===== config.mk =====
export PLATFORM = sky130hd
export DESIGN_NAME = glb_ctrl
export DESIGN_NICKNAME = d
export VERILOG_FILES = /design/src/rtl/glb_ctrl.sv
export SDC_FILE = /design/constraint.sdc
export NUM_CORES = 1
export LEC_CHECK = 0
export CORE_ASPECT_RATIO = 0.7
export CORE_MARGIN = 2
export CORE_UTILIZATION = 45
export CTS_BUF_LIST = sky130_fd_sc_hd__clkbuf_4 sky130_fd_sc_hd__clkbuf_8
export CTS_CLUSTER_DIAMETER = 50
export DETAILED_ROUTE_END_ITERATION = 8
export PLACE_DENSITY = 0.83
export SKIP_CTS_REPAIR_TIMING = 1
export SLEW_MARGIN = 20
export SYNTH_ARGS = -nofsm -noshare
export SYNTH_HDL_FRONTEND = slang
export SYNTH_SLANG_ARGS = --single-unit

===== constraint.sdc =====
create_clock -name w_clk -period 3.1 [get_ports w_clk]
set_clock_uncertainty 0.05 [all_clocks]
set_input_delay 0.465 -clock w_clk [delete_from_list [all_inputs] [get_ports w_clk]]
set_output_delay 0.465 -clock w_clk [all_outputs]
set_load 0.01 [all_outputs]

===== src/rtl/glb_ctrl.sv =====
`default_nettype none
// ============================================================================
//  Module      : glb_ctrl
//  Description : Global-buffer transaction controller. Clears the GLB,
//                fills it with a burst of upstream words starting at a base
//                address (modulo depth), then drains the same rows to the
//                downstream port in arrival order, one word per 3 cycles.
//  Revision    : 1.0 - initial release
// ============================================================================
module glb_ctrl #(
  parameter int num_bits  = 16,
  parameter int addr_bits = 6
) (
  input  logic                 w_clk,
  input  logic                 w_rst_n,
  input  logic                 w_start,
  input  logic [addr_bits:0]   w_len,
  input  logic [addr_bits-1:0] w_base,
  input  logic                 w_in_valid,
  input  logic [num_bits-1:0]  w_in_data,
  output logic                 r_in_ready,
  output logic                 r_out_valid,
  output logic [num_bits-1:0]  r_out_data,
  input  logic                 w_out_ready,
  output logic                 r_glb_ready,
  output logic                 r_glb_rw,
  output logic [addr_bits-1:0] r_glb_address,
  output logic [num_bits-1:0]  r_glb_data_in,
  input  logic [num_bits-1:0]  w_glb_data_out,
  output logic                 r_busy,
  output logic                 r_done,
  output logic                 r_err
);

  // Largest legal transaction length equals the GLB depth (2^addr_bits).
  localparam logic [addr_bits:0]   c_max_len = {1'b1, {addr_bits{1'b0}}};
  localparam logic [addr_bits:0]   c_one_len = {{addr_bits{1'b0}}, 1'b1};
  localparam logic [addr_bits-1:0] c_one_idx = {{(addr_bits-1){1'b0}}, 1'b1};

  typedef enum logic [2:0] {
    S_IDLE     = 3'd0,
    S_CLEAR    = 3'd1,
    S_FILL     = 3'd2,
    S_RD_ADDR  = 3'd3,
    S_RD_DATA  = 3'd4,
    S_OUT_WAIT = 3'd5,
    S_DONE     = 3'd6
  } state_t;

  state_t               r_state;
  state_t               w_state_nxt;
  logic [addr_bits-1:0] r_index;
  logic [addr_bits-1:0] w_index_nxt;
  logic [addr_bits-1:0] r_base;
  logic [addr_bits:0]   r_len;
  logic                 w_len_ok;
  logic                 w_start_ok;
  logic                 w_last;
  logic [addr_bits-1:0] w_addr;

  assign w_len_ok   = (w_len != '0) && (w_len <= c_max_len);
  assign w_start_ok = (r_state == S_IDLE) && w_start && w_len_ok;
  // Index runs 0..len-1; len-1 always fits in addr_bits bits.
  assign w_last     = ({1'b0, r_index} == (r_len - c_one_len));
  // Truncating add gives the modulo-depth wrap for free.
  assign w_addr     = r_base + r_index;
  assign r_busy     = (r_state != S_IDLE);

  // State, index and latched transaction parameters.
  always_ff @(posedge w_clk or negedge w_rst_n) begin
    if (!w_rst_n) begin
      r_state <= S_IDLE;
      r_index <= '0;
      r_base  <= '0;
      r_len   <= '0;
    end else begin
      r_state <= w_state_nxt;
      r_index <= w_index_nxt;
      if (w_start_ok) begin
        r_base <= w_base;
        r_len  <= w_len;
      end
    end
  end

  // Next-state logic and state-decoded GLB / handshake outputs.
  always_comb begin
    w_state_nxt   = r_state;
    w_index_nxt   = r_index;
    r_in_ready    = 1'b0;
    r_out_valid   = 1'b0;
    r_glb_ready   = 1'b0;
    r_glb_rw      = 1'b0;
    r_glb_address = '0;
    r_glb_data_in = '0;
    r_done        = 1'b0;
    case (r_state)
      S_IDLE: begin
        if (w_start_ok) begin
          w_state_nxt = S_CLEAR;
          w_index_nxt = '0;
        end
      end
      S_CLEAR: begin
        // GLB enable held low for one edge wipes the buffer.
        w_state_nxt = S_FILL;
      end
      S_FILL: begin
        r_glb_ready   = 1'b1;
        r_in_ready    = 1'b1;
        r_glb_rw      = w_in_valid;
        r_glb_address = w_addr;
        r_glb_data_in = w_in_data;
        if (w_in_valid) begin
          if (w_last) begin
            w_index_nxt = '0;
            w_state_nxt = S_RD_ADDR;
          end else begin
            w_index_nxt = r_index + c_one_idx;
          end
        end
      end
      S_RD_ADDR: begin
        r_glb_ready   = 1'b1;
        r_glb_address = w_addr;
        w_state_nxt   = S_RD_DATA;
      end
      S_RD_DATA: begin
        r_glb_ready   = 1'b1;
        r_glb_address = w_addr;
        w_state_nxt   = S_OUT_WAIT;
      end
      S_OUT_WAIT: begin
        r_glb_ready   = 1'b1;
        r_glb_address = w_addr;
        r_out_valid   = 1'b1;
        if (w_out_ready) begin
          if (w_last) begin
            w_state_nxt = S_DONE;
          end else begin
            w_index_nxt = r_index + c_one_idx;
            w_state_nxt = S_RD_ADDR;
          end
        end
      end
      S_DONE: begin
        r_done      = 1'b1;
        w_state_nxt = S_IDLE;
      end
      default: begin
        w_state_nxt = S_IDLE;
      end
    endcase
  end

  // Capture the fetched GLB word; it stays stable through OUT_WAIT.
  always_ff @(posedge w_clk or negedge w_rst_n) begin
    if (!w_rst_n) begin
      r_out_data <= '0;
    end else if (r_state == S_RD_DATA) begin
      r_out_data <= w_glb_data_out;
    end
  end

  // One-cycle error pulse for a start with an out-of-range length.
  always_ff @(posedge w_clk or negedge w_rst_n) begin
    if (!w_rst_n) begin
      r_err <= 1'b0;
    end else begin
      r_err <= (r_state == S_IDLE) && w_start && !w_len_ok;
    end
  end

endmodule
`default_nettype wire


==> summary.md <==
| Metric | Value |
|---|---|
| Run status | finished clean |
| Drt wl/cell | 15.1 um |
| Final worst path period share | 0.937 |
| Htree depth | 2 |
| Fin crit period | 2.91 ns |
| Endpoints failing hold | 0 |
| Detailed placement HPWL | 4700 um |
| # port buffers | 94 |
| Ys Warns | 0 |
| Netlist cell types | 55 |
| ANT cells | 0 |
| Mapped Cells | 229 |
| Area Overhead vs Synth | 47.2% |
| Pleak | 1.45 nW |
| Flops & latches, synth | 39 |
| Grt total ovfl | 0 |
| Largest area contributor in the netlist | dfrtp_1 |
| Post-detailed-route count of antenna-violating nets | 0 |
| Max clock buf depth | 2 |
| Final TNS setup | 0 ns |
| Syn_nets | approximately 290 |
| Synth top area share | 0.408 |
| Final wirelength | 6040 um |
| First-pass GRT wire length | 9690 um |
| 1st-iter DRT viols | approximately 110 |
| Top FF cell, synth | dfrtp_1 |
| Vias per inst | 5.28 |
| Register area | 978 um2 |
| DRC errors left | 0 |
| Placed Cells | 390 |
| Pwr dens | 893 nW/um2 |
| Layout cell share with drive strength beyond 1 | 0.180 |
| Top Ports | 95 |
| Core region area | 5170 um2 |
| Routability congestion estimate | 0.893 |
| Vias in the first global route | 1996 |
| Max-cap violations | 0 |
| CTS clock-pin slew for the worst setup and hold paths | 0.08 ns |
| Starting density of the core | 0.463 |
| Via Count | 2111 |
| Max-slew violations | 0 |
| Multi-input logic area | 1340 um2 |
| Worst skew pair latency | 0.29 ns |
| Gr usage total | 0.208 |
| Final #Nets | 385 |
| Hold WC Path Type | input pin to asynchronous set/reset pin |
| Clk sinks | 39 |
| Max VDD drop | 0.527 mV |
| Chip Width | 91.2 um |
| Layout Cells excl Fill | 400 |
| Post-synthesis area per instance | approximately 10 um2 |
| Synthesized area | 2390 um2 |
| Crit path launch type | register |
| Max_slew headroom | 0.440 |
| Site Rows | 22 |
| Antenna violations before repair | 0 |
| CP Capture Type | primary output |
| CP max FO | 6 |
| Data required, critical path | 2.58 ns |
| Clk root buf | clkbuf_8 |
| CTS tree | done |
| DR pass1 iterations | 4 |
| Sequential fraction of the synthesis area | 0.408 |
| Total CTS buffers | 5 |
| Post-synth EDFFs | 0 |
| Post-synth ARST share | 1.00 |
| Die area | 5930 um2 |
| Critical path class | register to primary output |
| Filler Cells Inserted | approximately 420 |
| # setup viols final | 0 |
| Worst-Margin Slew | 0.839 ns |
| Worst EP arrival | 2.39 ns |
| RSZ-0062 raised after global routing | false |
| Die height | 65.0 um |
| Largest net degree at the start of global routing | 40 |
| Synth top area cells | dfrtp_1, mux2_2, and2_1 |
| Max Fclk | 344 MHz |
==> worst paths after layout <==
| path | start | endpoint | slack [ns] | depth (start not counted) |
|---|---|---|---|---|
| max in group asynchronous | w_rst_n | r_index[0] | 2.19 | 1 |
| hold / removal | w_rst_n | r_out_data[2] | 0.23 | 1 |
| hold reg to reg | r_out_data[3] | r_out_data[3] | 0.46 | 1 |
| setup / recovery | r_index[0] | r_glb_address[4] | 0.19 | 8 |
| min in group w_clk | r_out_data[3] | r_out_data[3] | 0.46 | 1 |
| setup reg to reg | r_len[2] | r_index[4] | 0.61 | 6 |
==> Yosys cell counts, types with 2 or more instances <==
| cell type | count |
|---|---|
| dfrtp_1 | 39 |
| mux2_2 | 28 |
| and2_1 | 20 |
| nor2_1 | 13 |
| a21oi_1 | 10 |
| inv_1 | 10 |
| xnor2_1 | 9 |
| clkbuf_1 | 7 |
| ha_1 | 7 |
| o21ai_0 | 7 |
| a211oi_1 | 6 |
| o31ai_1 | 6 |
| nand3_1 | 5 |
| nand2_1 | 4 |
| nand3b_1 | 3 |
| nor2b_1 | 3 |
| nor3_1 | 3 |
| a31o_2 | 2 |
| a31oi_1 | 2 |
| and3b_1 | 2 |
| and4_1 | 2 |
| mux2i_1 | 2 |
| nand2b_1 | 2 |
| nor3b_1 | 2 |
| o2111ai_1 | 2 |
| o211ai_1 | 2 |
| or4_4 | 2 |
| xor2_1 | 2 |
==> critical path, cell delays in order (launching register included) <==
cell and delay [ns]:
dfrtp_2 0.45, ha_1 0.24, fa_1 0.40, a21oi_1 0.14, nor2_1 0.05, nor2_1 0.11, xor2_1 0.07, nor2_1 0.09
clkdlybuf4s50_1 0.55
==> metal layers <==
metal	global-route usage	up-vias	routed length [um]
met5	0	-	0
met4	0.0417	0	50
met3	0.0721	6	464
met2	0.322	80	2790
met1	0.285	992	2730
li1	-	1033	-
==> layout make-up <==
type,count,area share
clock inverter,3,0.00426
timing repair buffer,101,0.281
inverter,10,0.0107
clock buffer,5,0.0195
sequential,39,0.278
multi-input combinational,170,0.381
tap,72,0.0256
==> per-stage QoR <==
step           power (mW)  hold slack, ns   util  area, um2  setup slack [ns]
2_1_floorplan        1.96           0.119      -       2390             0.723
3_3_place_gp         2.75           0.438  0.660       3410             0.258
3_5_place_dp         2.82           0.446  0.660       3410             0.211
4_1_cts              3.15           0.256  0.676       3500            0.0469
5_1_grt              3.38           0.304  0.681       3520            0.0202
6_report             3.15           0.228  0.681       3520             0.194
==> logic make-up (layout without fill, tap and decap cells) <==
logic type               after synthesis  in the layout  share of synthesized area
buffers and inverters                 20            119                     0.0335
AND/OR/NAND/NOR                       71             71                      0.180
AO/OA/AOI/OAI                         50             50                      0.153
adder cells (fa/ha/maj)                8              8                     0.0450
multiplexers                          30             30                      0.140
flip-flops                            39             39                      0.408
XOR/XNOR                              11             11                     0.0403
==> report_power, final <==
part | switching [mW] | internal (mW) | leakage, nW | total (mW)
logic | 0.786 | 1.07 | 0.928 | 1.85
registers | 0.232 | 0.735 | 0.476 | 0.967
clock network | 0.171 | 0.154 | 0.0477 | 0.325
==> placed cells by master, fill, tap and decap left out, drive strengths merged, types with 8 or more instances in the layout <==
cell type / synthesis / layout
inv: 10 / 10
clkdlybuf4s50: 0 / 92
dfrtp: 39 / 39
a21oi: 12 / 12
xnor2: 9 / 9
mux2: 28 / 28
buf: 3 / 8
and2: 21 / 21
o21ai: 8 / 8
nor2: 13 / 13
==> registers in the layout, summed over array words and instances (netlist names) <==
name and flops:
r_out_data 16, r_len 7, r_base 6, r_index 6
r_state 3, r_err 1
(Power assumes the default switching activity.)
